### config.mk
export PLATFORM = sky130hd
export DESIGN_NAME = lsu_ctrl
export DESIGN_NICKNAME = d
export VERILOG_FILES = /design/src/rtl/lsu_ctrl.sv
export SDC_FILE = /design/constraint.sdc
export NUM_CORES = 1
export LEC_CHECK = 0
export CAP_MARGIN = 30
export CORE_MARGIN = 2
export CORE_UTILIZATION = 51
export DETAILED_ROUTE_END_ITERATION = 10
export PLACE_DENSITY = 0.9
export SYNTH_ARGS = -nofsm -noshare
export SYNTH_HDL_FRONTEND = slang
export SYNTH_SLANG_ARGS = --single-unit
### constraint.sdc
create_clock -name i_CLK -period 3.7 [get_ports i_CLK]
set_clock_uncertainty 0.05 [all_clocks]
set_input_delay 0.37 -clock i_CLK [delete_from_list [all_inputs] [get_ports i_CLK]]
set_output_delay 0.37 -clock i_CLK [all_outputs]
set_load 0.01 [all_outputs]
### src/rtl/lsu_ctrl.sv
// lsu_ctrl: MIPS load/store unit onto a word-wide memory; sub-word stores by read-modify-write.
// Optional build macro MEM_PROTECT_EN rejects stores below 32'h0040_0000.
`default_nettype none

module lsu_ctrl #(
    parameter int BIG_ENDIAN = 1
) (
    input  logic        i_CLK,
    input  logic        i_RSTn,
    input  logic        i_req,
    input  logic        i_store,
    input  logic [2:0]  i_op,
    input  logic [31:0] i_addr,
    input  logic [31:0] i_wdata,
    output logic [31:0] o_rdata,
    output logic        o_ack,
    output logic        o_err,
    output logic        o_busy,
    output logic [31:0] o_mem_a,
    output logic [31:0] o_mem_wd,
    output logic        o_mem_we,
    input  logic [31:0] i_mem_rd
);

    typedef enum logic [1:0] {
        IDLE = 2'd0,
        RD   = 2'd1,
        WR   = 2'd2,
        DONE = 2'd3
    } state_t;

    state_t      state_q, state_d;
    logic        store_q, store_d;
    logic [2:0]  op_q, op_d;
    logic [31:0] addr_q, addr_d;
    logic [31:0] wdata_q, wdata_d;
    logic [31:0] rbuf_q, rbuf_d;
    logic [31:0] rdata_q, rdata_d;
    logic        err_q, err_d;

    logic        req_illegal, req_misalign, req_protect, req_bad;
    logic [4:0]  byte_sh, half_sh;
    logic [7:0]  ld_byte;
    logic [15:0] ld_half;
    logic [31:0] ld_ext, st_merge;

    always_comb begin
        req_illegal  = i_store ? (i_op[2] || (i_op[1:0] == 2'b11))
                               : ((i_op == 3'b011) || (i_op == 3'b110) || (i_op == 3'b111));
        req_misalign = ((i_op[1:0] == 2'b01) && i_addr[0]) ||
                       ((i_op == 3'b010) && (i_addr[1:0] != 2'b00));
`ifdef MEM_PROTECT_EN
        req_protect  = i_store && (i_addr < 32'h0040_0000);
`else
        req_protect  = 1'b0;
`endif
        req_bad      = req_illegal || req_misalign || req_protect;
    end

    // Bit offset of the addressed byte/half within the word, per lane ordering.
    always_comb begin
        if (BIG_ENDIAN != 0) begin
            byte_sh = {(2'd3 - addr_q[1:0]), 3'b000};
            half_sh = addr_q[1] ? 5'd0 : 5'd16;
        end else begin
            byte_sh = {addr_q[1:0], 3'b000};
            half_sh = addr_q[1] ? 5'd16 : 5'd0;
        end
    end

    always_comb begin
        ld_byte = 8'(i_mem_rd >> byte_sh);
        ld_half = 16'(i_mem_rd >> half_sh);
        case (op_q)
            3'b000:  ld_ext = {{24{ld_byte[7]}}, ld_byte};
            3'b001:  ld_ext = {{16{ld_half[15]}}, ld_half};
            3'b100:  ld_ext = {24'd0, ld_byte};
            3'b101:  ld_ext = {16'd0, ld_half};
            default: ld_ext = i_mem_rd;
        endcase
    end

    always_comb begin
        case (op_q)
            3'b000:  st_merge = (rbuf_q & ~(32'h0000_00FF << byte_sh)) |
                                ({24'd0, wdata_q[7:0]} << byte_sh);
            3'b001:  st_merge = (rbuf_q & ~(32'h0000_FFFF << half_sh)) |
                                ({16'd0, wdata_q[15:0]} << half_sh);
            default: st_merge = wdata_q;
        endcase
    end

    always_comb begin
        state_d = state_q;
        store_d = store_q;
        op_d    = op_q;
        addr_d  = addr_q;
        wdata_d = wdata_q;
        rbuf_d  = rbuf_q;
        rdata_d = rdata_q;
        err_d   = err_q;
        case (state_q)
            IDLE: begin
                if (i_req) begin
                    err_d = req_bad;
                    // Rejected requests leave the datapath registers untouched.
                    if (req_bad) begin
                        state_d = DONE;
                    end else begin
                        store_d = i_store;
                        op_d    = i_op;
                        addr_d  = i_addr;
                        wdata_d = i_wdata;
                        state_d = (i_store && (i_op == 3'b010)) ? WR : RD;
                    end
                end
            end
            RD: begin
                rbuf_d = i_mem_rd;
                if (store_q) begin
                    state_d = WR;
                end else begin
                    rdata_d = ld_ext;
                    state_d = DONE;
                end
            end
            WR:      state_d = DONE;
            default: state_d = IDLE;
        endcase
    end

    always_ff @(posedge i_CLK) begin
        if (!i_RSTn) begin
            state_q <= IDLE;
            store_q <= 1'b0;
            op_q    <= 3'd0;
            addr_q  <= 32'd0;
            wdata_q <= 32'd0;
            rbuf_q  <= 32'd0;
            rdata_q <= 32'd0;
            err_q   <= 1'b0;
        end else begin
            state_q <= state_d;
            store_q <= store_d;
            op_q    <= op_d;
            addr_q  <= addr_d;
            wdata_q <= wdata_d;
            rbuf_q  <= rbuf_d;
            rdata_q <= rdata_d;
            err_q   <= err_d;
        end
    end

    assign o_rdata  = rdata_q;
    assign o_ack    = (state_q == DONE);
    assign o_err    = (state_q == DONE) && err_q;
    assign o_busy   = (state_q != IDLE);
    assign o_mem_a  = {addr_q[31:2], 2'b00};
    assign o_mem_wd = st_merge;
    assign o_mem_we = (state_q == WR) && i_RSTn;

endmodule

`default_nettype wire

Word-level counts from Yosys, hierarchy flattened --
Index checks and enable logic that the tools add are counted.
Operators by class: equal/unequal tests 13, multiplexer cells 9, bitwise operators 8, shift operators 6, reduce and logical (&&, ||, !) cells 17, $add $sub $neg 1
Operator list (count):
- 32-bit one-hot mux with 4 select lines | 1
- 32-bit AND | 2
- 32-bit inverter | 2
- 32-bit bitwise OR | 2
- 32-bit one-hot mux with 2 select lines | 1
- 16-bit by 5-bit left shift with 32-bit output | 1
- 16-bit by 5-bit left shift with 32-bit output, first input constant | 1
- 8-bit by 5-bit left shift with 32-bit output | 1
- 8-bit by 5-bit left shift with 32-bit output, first input constant | 1
- 32-bit by 5-bit >> shifter with 16-bit output | 1
- 32-bit by 5-bit >> shifter with 8-bit output | 1
- 3-bit equality test, second input constant | 4
- 2-bit equality test, second input constant | 3
- 3-bit by 2-bit equality test with 1-bit output, second input constant | 2
- 2-bit two-way mux | 3
- 2-bit one-hot mux with 3 select lines | 1
- 1-bit logical AND | 5
- 1-bit logical OR | 5
- 5-bit two-way mux | 1
- 2-bit by 1-bit equality test with 1-bit output, second input constant | 2
- 2-bit AND reduction | 2
- 2-bit nonzero test | 2
- 3-bit by 1-bit equality test with 1-bit output, second input constant | 1
- 3-bit logical NOT | 1
- other kinds (6) | 8
Storage, ports and cells: bits in registers 135, input bits 103, output and inout port bits 100, logic and storage cells 62

Depth between registers and ports, before layout --
Gate-level depths: netlist (run 1).
word-level depth 8, gate-level depth with buffers 8, depth with buffers taken out 6

Least setup slack after synthesis (run 1) --
No wires, ideal clock.
path type register to output, from reg addr_q[0], to out o_mem_wd[24], arrival 1.440 ns, cell stages (with the launch flop) 7, data required time 3.280 ns, setup slack 1.840 ns, path buffers 2, cells stage by stage dfxtp_1 -> buf_2 -> nor2_1 -> buf_2 -> a22oi_1 -> a2bb2oi_1 -> o21ai_0
On the way: word-level cells in the longest chain between the ends 6, elaborated cells on any way between the ends 7, those cells by class add/sub (1); shift (2); mux (1); bitwise (3)
Ends and longest elaborated chain:
- from (decl) | RTL line 35 | logic [31:0] addr_q, addr_d;
- from (signal assigned) | RTL line 146 | addr_q <= addr_d;
- 2-bit subtractor * | RTL line 63 | byte_sh = {(2'd3 - addr_q[1:0]), 3'b000};
- 8-bit by 5-bit left shift with 32-bit output | RTL line 85 | 3'b000: st_merge = (rbuf_q & ~(32'h0000_00FF << byte_sh)) |
- 32-bit inverter | RTL line 85
- 32-bit AND | RTL line 85
- 32-bit bitwise OR * | RTL line 85
- 32-bit one-hot mux with 2 select lines * | RTL line 84 | case (op_q)
- to (decl) | RTL line 20 | output logic [31:0] o_mem_wd,
Mark *: on every way between the ends. The rest lies on a longest branch, timed or not.

Worst setup path in the final report (run 1) --
from reg addr_q[0], to out o_mem_wd[16]
The elaborated chain is that of the path after synthesis.

==> metrics.md, run 1 <==
| Metric | Value |
|---|---|
| Crit path DAT | `2960 ps` |
| R2r setup slk | `1300 ps` |
| Hold Vio Cnt, Final | `0` |
| RSZ-0062 raised after global routing | `no` |
| Yosys reg bits | `135` |
| PnR worst setup slack | `316.4 ps` |
| Syn_area_per_cell | `8.074 um2` |
| Area Overhead vs Synth | `37.06%` |
| Tcrit/Tclk final | `91.45%` |
| ANT cells | `0` |
| CP Launch Point | `addr_q[0]$_SDFFE_PN0P_` |
| DP Wirelength | `13.70 mm` |
| Worst-path cell chain | `or2_1, nand2b_1, mux2i_1, o21ai_0, clkdlybuf4s50_1` |
| Vias in the first global route | `5878` |
| Max-slew violation count | `0` |
| Die Height | `117.4 um` |
| Worst setup EP type | `primary output` |
| Status | `complete, no violations` |
| Tot GR Track Use | `28.26%` |
| Headroom to the max-slew limit | `39.82%` |
| # clock sinks | `135` |
| GRT overflow | `0` |
| DP Worst Slack | `849.4 ps` |
| CP delay by family, top | `simple AND/OR/NAND/NOR gates` |
| R2R cell count | `7` |
| Row cnt | `41` |
| Tmin final | `3384 ps` |
| Area of the die | `13780 um2` |
| Max Cap Viol | `0` |
| Multi-input gate area | `3287 um2` |
| Setup Buffers After CTS | `0` |
| Power per cell area | `647.6 nW/um2` |
| Setup Crit Path Kind | `flip-flop to primary output` |
| CP Max Fanout | `19` |
| Post-Route WL | `19.88 mm` |
| Leak | `3.389 nW` |
| DRC viols | `0` |
| Gate Count Post-Synth | `812` |
| Worst R2R Start | `state_q[1]$_SDFFE_PN0P_` |
| FMAX | `295.5 MHz` |
| Clock slew at reported path FFs | `60 ps` |
| First-pass GRT wire length | `31.15 mm` |
| Hold-fix buffers, CTS | `0` |
| Max Buffers Root-to-Sink | `2` |
| Starting density of the core | `52.17%` |
| CTS Root Cell | `clkbuf_16` |
| Syn. warnings | `0` |
| Area of the core | `12570 um2` |
| Worst-margin pin slew | `900.2 ps` |
| Initial antenna violation count | `0` |
| Min-Delay Path Class | `flip-flop to flip-flop` |
| Critical Path Stages | `5` |
| Layout cell share with drive strength beyond 1 | `6.492%` |
| Biggest cell delay along the critical path | `740 ps` |
| Final setup fails | `0` |
| Pwr Total | `5.820 mW` |
| RR Endpoint | `o_rdata[13]$_SDFFE_PN0P_` |
| Cell variety after synth | `49` |
| Num ports | `203` |
| WHS | `404.1 ps` |
| Placed inst area | `8334 um2` |
| Crit path capture | `o_mem_wd[16]` |
| I/O Buffers | `200` |
| Final Instance Area | `8986 um2` |
| CTS tree | `yes` |
| Util after Layout | `71.50%` |
| Skew-Pair Late Insertion Delay | `420 ps` |
| Worst vdd ir | `0.4454 mV` |
| Die Width | `117.4 um` |
| Post-route ant nets | `0` |
| TritonCTS Buffers | `17` |
| WP buf/inv | `1` |
| WL/cell | `17.64 um` |
| Sequential share of the synthesized area | `41.22%` |
| Routability congestion estimate | `0.9614` |
| # nets final | `1049` |
| Fill cells | `958` |
| Drt first pass iters | `5` |
| Sequential cell area | `2703 um2` |
| Final cell count without fillers | `1127` |
| Post-Place Cells | `1095` |
| Via Count | `6314` |
| Critical path startpoint category | `flip-flop` |
| Largest net degree at the start of global routing | `95` |
| Req. time, crit path | `3280 ps` |
| H-tree depth | `4` |
| Vias per cell | `5.602` |
| Setup TNS | `0 ps` |
| PostCTS Resize Cnt | `0` |
| Crit-path slowest cell | `dfxtp_1` |
| Initial drt markers | `555` |
| Post-Syn Area | `6556 um2` |
==> layout by cell type (no fill, tap or decap), types with 2 or more instances in the layout <==
cell type	netlist	final
a21oi_1	26	26
o21a_1	8	8
mux2_4	2	2
bufinv_16	0	4
a21o_1	2	2
buf_4	33	9
buf_12	0	2
nor2_1	68	68
nand2_1	105	105
o211a_1	7	7
o31ai_1	6	6
a22oi_1	8	8
clkbuf_16	0	17
inv_1	7	7
mux2_2	9	9
conb_1	1	2
dfxtp_1	135	135
nand3b_1	7	7
clkbuf_8	0	6
o21ai_0	118	118
nand2b_1	20	20
o21ai_1	6	6
a2bb2oi_1	11	11
a221oi_1	7	7
clkdlybuf4s50_1	0	199
and2_1	3	3
or3_1	2	2
nand3_1	69	69
o22ai_1	3	3
ha_1	4	3
clkinv_2	0	4
a211oi_1	14	14
mux2i_1	46	46
==> where the power goes <==
part           leakage (nW)  switching (mW)  internal (mW)
Combinational          1.96           0.988           1.01
Sequential             1.10           0.212           1.77
Clock                 0.326           0.614           1.23
==> worst min-delay path by stage <==
stage,from,to,slack (ps),cells after the start
floorplan,err_q$_SDFFE_PN0P_,err_q$_SDFFE_PN0P_,380,2
global placement,addr_q[17]$_SDFFE_PN0P_,addr_q[17]$_SDFFE_PN0P_,390,2
detailed placement,addr_q[29]$_SDFFE_PN0P_,addr_q[29]$_SDFFE_PN0P_,400,2
CTS,addr_q[29]$_SDFFE_PN0P_,addr_q[29]$_SDFFE_PN0P_,410,2
global route,addr_q[29]$_SDFFE_PN0P_,addr_q[29]$_SDFFE_PN0P_,430,2
finish,addr_q[29]$_SDFFE_PN0P_,addr_q[29]$_SDFFE_PN0P_,400,2
==> Yosys cell counts (all sizes together) <==
| cell | count | area, um2 |
|---|---|---|
| a211oi | 14 | 105.1 |
| a21o | 2 | 15.01 |
| a21oi | 27 | 146.4 |
| a221oi | 7 | 61.31 |
| a22oi | 8 | 60.06 |
| a2bb2oi | 11 | 96.34 |
| a311oi | 1 | 8.760 |
| a31o | 1 | 8.760 |
| and2 | 3 | 18.77 |
| buf | 52 | 371.6 |
| clkbuf | 48 | 181.4 |
| clkinv | 1 | 3.750 |
| conb | 1 | 3.750 |
| dfxtp | 135 | 2703 |
| ha | 4 | 50.05 |
| inv | 7 | 26.28 |
| mux2 | 11 | 131.4 |
| mux2i | 46 | 460.4 |
| nand2 | 106 | 400.4 |
| nand2b | 20 | 125.1 |
| nand3 | 69 | 345.3 |
| nand3b | 7 | 52.55 |
| nor2 | 69 | 261.5 |
| nor2b | 2 | 12.51 |
| nor3 | 1 | 5.000 |
| nor3b | 1 | 7.510 |
| nor4 | 2 | 18.77 |
| o2111ai | 1 | 8.760 |
| o211a | 7 | 70.07 |
| o211ai | 1 | 7.510 |
| o21a | 8 | 60.06 |
| o21ai | 124 | 620.6 |
| o21bai | 1 | 11.26 |
| o22ai | 3 | 18.77 |
| o31a | 1 | 8.760 |
| o31ai | 6 | 45.04 |
| or2 | 2 | 12.52 |
| or3 | 2 | 12.51 |
==> worst reg2reg max path, cell delays in order, from the launching register on <==
cell      delay, ps
dfxtp_1         340
inv_1           100
ha_2            180
buf_4           470
nand2b_1        340
nor2_1          370
and2_1          320
a211oi_1        120
==> layout make-up <==
cell class                      instances  area share, %
Clock buffer                           24          5.695
Clock inverter                          8          1.559
Inverter                                8         0.3342
Multi-Input combinational cell        570          36.58
Sequential cell                       135          30.08
Tap cell                              172          2.395
Timing Repair Buffer                  210          23.36
==> logic make-up after synthesis <==
logic type / after synthesis / share of synthesized area (%)
buffers and inverters: 108 / 8.893
AOI/OAI and AO/OA: 223 / 20.63
DFF: 135 / 41.22
and+or+nand+nor: 284 / 19.41
other: 1 / 0.05720
adders and majority gates: 4 / 0.7634
muxes: 57 / 9.027
==> routing by layer <==
metal  share of wire [%]  GRT usage (%)
met2                  46          44.26
met4                 3.4          13.03
met3                 9.1          9.630
met1                  42          35.09
met5                   0              0
==> registers in the layout, summed over array words and instances (netlist names) <==
signal and cells:
rbuf_q 32, addr_q 32, state_q 2, err_q 1, store_q 1, wdata_q 32
op_q 3, o_rdata 32
(Power assumes the default switching activity.)
==> inputs of run 2 (changes only) <==
--- a/config.mk
+++ b/config.mk
@@ -7,3 +7,3 @@
 export LEC_CHECK = 0
-export CAP_MARGIN = 30
+export CAP_MARGIN = 5
 export CORE_MARGIN = 2
@@ -11,2 +11,3 @@
 export DETAILED_ROUTE_END_ITERATION = 10
+export GPL_TIMING_DRIVEN = 0
 export PLACE_DENSITY = 0.9
==> constraint.sdc (replaced) <==
create_clock -name i_CLK -period 3.7 [get_ports i_CLK]
set_clock_uncertainty 0.05 [all_clocks]
set_input_delay 0.555 -clock i_CLK [delete_from_list [all_inputs] [get_ports i_CLK]]
set_output_delay 0.555 -clock i_CLK [all_outputs]
set_load 0.01 [all_outputs]
==> metrics.md, run 2 (synthesis gave the netlist of run 1 again) <==
| Metric | Value |
|---|---|
| Worst-margin pin slew | `652.7 ps (-247.6 ps)` |
| Area Overhead vs Synth | `41.95%` |
| Vias per cell | `5.621 (+0.33%)` |
| Tot GR Track Use | `31.46% (+3.2 points)` |
| Crit-path slowest cell | `clkdlybuf4s50_1` |
| GRT overflow | `0 (unchanged)` |
| Critical path startpoint category | `flip-flop` |
| Starting density of the core | `52.17% (unchanged)` |
| Worst-path cell chain | `clkbuf_1, clkbuf_1, o22ai_1, a21oi_1, clkdlybuf4s50_1` |
| ANT cells | `0 (unchanged)` |
| RSZ-0062 raised after global routing | `no` |
| Most common cell after layout, fill and taps aside | `clkdlybuf4s50_1` |
| Tmin final | `3350 ps (-33.27 ps)` |
| Req. time, crit path | `3090 ps (-190 ps)` |
| # nets final | `1138 (+8.5%)` |
| CP Max Fanout | `10 (-9)` |
| Pwr Total | `5.622 mW (-3.4%)` |
| Skew-Pair Late Insertion Delay | `420 ps (about the same)` |
| I/O Buffers | `199 (-0.50%)` |
| Worst setup EP type | `primary output` |
| Tcrit/Tclk final | `90.55% (-0.90 points)` |
| DRC viols | `0 (unchanged)` |
| Max Buffers Root-to-Sink | `2 (unchanged)` |
| Initial drt markers | `711 (+28%)` |
| Post-Place Cells | `1184 (+8.1%)` |
| Status | `complete, no violations` |
| Clock slew at reported path FFs | `60 ps (about the same)` |
| Biggest cell delay along the critical path | `600 ps (-140 ps)` |
| Routability congestion estimate | `1.028 (+6.9%)` |
| Setup Buffers After CTS | `0 (unchanged)` |
| Hold-fix buffers, CTS | `0 (unchanged)` |
| Largest net degree at the start of global routing | `17 (-82%)` |
| Setup TNS | `0 ps (unchanged)` |
| Final setup fails | `0 (unchanged)` |
| Die Width | `117.4 um (unchanged)` |
| Num ports | `203 (unchanged)` |
| CTS Root Cell | `clkbuf_16` |
| Most frequent cells in the layout | `clkdlybuf4s50_1, dfxtp_1, o21ai_0` |
| Leak | `3.586 nW (+5.8%)` |
| Initial antenna violation count | `0 (unchanged)` |
| Post-route ant nets | `0 (unchanged)` |
| First-pass GRT wire length | `34.69 mm (+11%)` |
| Layout cell share with drive strength beyond 1 | `9.387% (+2.9 points)` |
| Area of the die | `13780 um2 (unchanged)` |
| Die Height | `117.4 um (unchanged)` |
| Area of the core | `12570 um2 (unchanged)` |
| CTS tree | `yes` |
| Headroom to the max-slew limit | `56.49% (+17 points)` |
| PostCTS Resize Cnt | `0 (unchanged)` |
| Crit path top cell by count | `clkbuf_1` |
| Fill cells | `961 (+0.31%)` |
| Final cell count without fillers | `1216 (+7.9%)` |
| Vias in the first global route | `6772 (+15%)` |
| Row cnt | `41 (unchanged)` |
| Power per cell area | `604.1 nW/um2 (-6.7%)` |
| Util after Layout | `74.05% (+2.5 points)` |
| # clock sinks | `135 (unchanged)` |
| H-tree depth | `4 (unchanged)` |
| Hold Vio Cnt, Final | `0 (unchanged)` |
| WHS | `411.1 ps (+7.016 ps)` |
| Worst vdd ir | `0.3091 mV (-31%)` |
| WL/cell | `17.76 um (+0.68%)` |
| Drt first pass iters | `6 (+1)` |
| Max-slew violation count | `0 (unchanged)` |
| FMAX | `298.5 MHz (+0.99%)` |
| Via Count | `6835 (+8.3%)` |
| Min-Delay Path Class | `flip-flop to flip-flop` |
| Max Cap Viol | `0 (unchanged)` |
| DP Wirelength | `16.04 mm (+17%)` |
| Setup Crit Path Kind | `flip-flop to primary output` |
| Crit path DAT | `2750 ps (-210 ps)` |
| TritonCTS Buffers | `17 (unchanged)` |
| Post-Route WL | `21.60 mm (+8.6%)` |
==> run 2: final cells by class <==
cell class | instances | area (um2) | area share (%)
well taps | 172 | 215.2 | 2.312
clock buffers | 24 | 491.7 | 5.284
repair buffers | 199 | 1992 | 21.40
plain buffers | 100 | 553.0 | 5.942
multi-input cells | 570 | 3274 | 35.18
clock inverters | 8 | 47.55 | 0.5109
flip-flops and latches | 135 | 2703 | 29.04
inverters | 8 | 30.03 | 0.3227
==> run 2: critical path: cells and delay by family, from the launching register on <==
kind	cells	cell delay, ps
buf+inv	3	1420
flops	1	470
compound gates	2	440
==> run 2: final timing paths <==
check,slack [ps],startpoint,cells after the start,end
min,410,addr_q[29]$_SDFFE_PN0P_,2,addr_q[29]$_SDFFE_PN0P_
max,350,op_q[0]$_SDFFE_PN0P_,5,o_mem_wd[15]
max reg2reg,1440,state_q[1]$_SDFFE_PN0P_,7,o_rdata[6]$_SDFFE_PN0P_
min reg2reg,410,addr_q[29]$_SDFFE_PN0P_,2,addr_q[29]$_SDFFE_PN0P_
==> run 2: metrics by stage <==
step | cell area, um2 | worst slack (ps)
global placement | 8767 | 570.9
CTS | 9306 | 446.5
floorplan | 6560 | 1610
detailed placement | 8767 | 550.9
global route | 9306 | 246.7
finish | 9306 | 349.7
==> run 2: layer usage <==
layer | share of wire (%) | up-vias | global-route usage, %
met5 | 0 | - | 0
met4 | 4.3 | 0 | 15.89
met3 | 10 | 70 | 10.85
met2 | 46 | 378 | 51.24
met1 | 39 | 3158 | 36.82
li1 | - | 3229 | -
==> run 2: report_power, final <==
| group | total, mW | switching [mW] | internal (mW) | leakage, nW |
|---|---|---|---|---|
| Combinational | 2.12 | 1.05 | 1.07 | 2.22 |
| Clock | 1.53 | 0.614 | 0.920 | 0.262 |
| Sequential | 1.97 | 0.205 | 1.77 | 1.10 |
| Total | 5.62 | 1.87 | 3.75 | 3.59 |
==> inputs of run 3 (changes only) <==
HOLD_SLACK_MARGIN = 0.08   (was unset)
==> results of run 3 <==
No change in the layout: final DEF, timing and power equal those of run 2.
==> variant, RTL diff (flow settings as in run 3) <==
The option `MEM_PROTECT_EN` is turned on by a define.
--- a/src/rtl/lsu_ctrl.sv
+++ b/src/rtl/lsu_ctrl.sv
@@ -3,2 +3,4 @@
 `default_nettype none
+
+`define MEM_PROTECT_EN
 
Check against the original RTL: not equivalent (Yosys sat finds a counterexample within 4 cycles, from zero or initial values and one cycle with i_RSTn low).
==> variant against run 3 <==
  * Routed wire length fell by 1.9%
  * Setup slack improved by 0.0030 ns
  * Area after synthesis rose by 3.0%
  * Sequential cell count did not move
  * Design area rose by 2.5%
  * Hold slack got worse by 0.0030 ns
  * Via count fell by 5.1%
  * Final cell count fell by 2.8%
  * Power fell by 2.3%
  * Critical endpoint is now o_mem_wd[24]
==> variant: results (changes against run 3) <==
route:
  wl_per_cell_um: 17.9  # +0.89%
  wl_met3_um: 2190  # -2.7%
  wl_met2_um: 9960  # -0.21%
  m1WireLength_um: 8140  # -3.5%
  initialDrtViolationCount: 535  # -25%
cells_and_area:
  nNonClkBuffers: 292  # -2.3%
  layout-drive-gt1-share_pct: 9.64  # +0.26 points
  nMultiInputCombCells: 534  # -6.3%
  fill_cells: 966  # +0.52%
  multi_input_area_share_pct: 36.4  # +1.3 points
  clock_area_share_pct: 6.04  # +0.25 points
  n_clock_buffer: 23  # -4.2%
  buffer_area_share_pct: 26.4  # -0.97 points
  nets: 1100  # -3.3%
  inverters_excl_clock: 13  # +5
yosys:
  ys_top_cells_by_count: "nand2_1 (183), dfxtp_1 (135), mux2i_1 (113), clkbuf_1 (41), buf_4 (39)"
  synth_seq_area_share_pct: 40.0  # -1.2 points
  ys_types: 43  # -12%
power_and_ir_drop:
  share_comb_of_total_power_pct: 34.6  # -3.1 points
  switching_share_pct: 31.4  # -1.9 points
  internal_power_mw: 3.77  # +0.41%
  p_leak_nw: 3.70  # +3.2%
  pg_seq_mw: 1.93  # -2%
  vdd_drop_max_uv: 370  # +20%
sta:
  worstMarginPinSlew_ns: 0.701  # +0.0483 ns
global_route:
  met2_usage_pct: 50.3  # -0.96 points
  grt_pass1_wl_um: 33700  # -2.9%
  grt_pass1_vias: 6574  # -2.9%
place:
  globalplace.congestion: 0.973  # -5.4%
  place_hpwl_um: 15900  # -0.86%
setup_path:
  cp.arrival_ns: 2.74  # about the same
status:
  status: "complete, no violations"
==> variant: cell count changes in the layout (fill, tap and decap cells not counted), sizes merged, moves of 8 or more <==
cell,change
nand2,+77
clkbuf,-8
nor2,-63
mux2i,+67
a222oi,+8
nand3,-67
o21ai,-82
nand2b,-14
nor2b,+33
==> variant: logic make-up (layout without fill, tap and decap cells) <==
logic type	count (synthesis)	after routing	synth area share, %
DFF	135	135	40.0
buffers and inverters	106	337	8.51
adders and majority gates	4	4	0.741
other	1	2	0.0556
and+or+nand+nor	260	260	17.5
AOI/OAI and AO/OA	139	139	13.7
muxes	129	129	19.4
==> variant: final timing paths <==
| path | from | end | slack, ns | cells after the start |
|---|---|---|---|---|
| setup / recovery | addr_q[0]$_SDFFE_PN0P_ | o_mem_wd[24] | 0.35 | 6 |
| hold / removal | addr_q[30]$_SDFFE_PN0P_ | addr_q[30]$_SDFFE_PN0P_ | 0.41 | 2 |
| hold reg to reg | addr_q[30]$_SDFFE_PN0P_ | addr_q[30]$_SDFFE_PN0P_ | 0.41 | 2 |
| setup reg to reg | state_q[1]$_SDFFE_PN0P_ | o_rdata[10]$_SDFFE_PN0P_ | 1.42 | 9 |
==> variant: stage by stage <==
| stage | hold slack [ns] | setup slack [ns] | util (%) | cell area (µm²) | instances |
|---|---|---|---|---|---|
| after floorplan | 0.385 | 1.64 | - | 6750 | 775 |
| after global placement | 0.393 | 0.874 | 68.5 | 8970 | 1150 |
| after global routing | 0.420 | 0.271 | 72.9 | 9540 | 1182 |
| final | 0.408 | 0.353 | 72.9 | 9540 | 1182 |
| after detailed placement | 0.398 | 0.856 | 68.5 | 8970 | 1150 |
| after CTS | 0.409 | 0.411 | 72.9 | 9540 | 1182 |
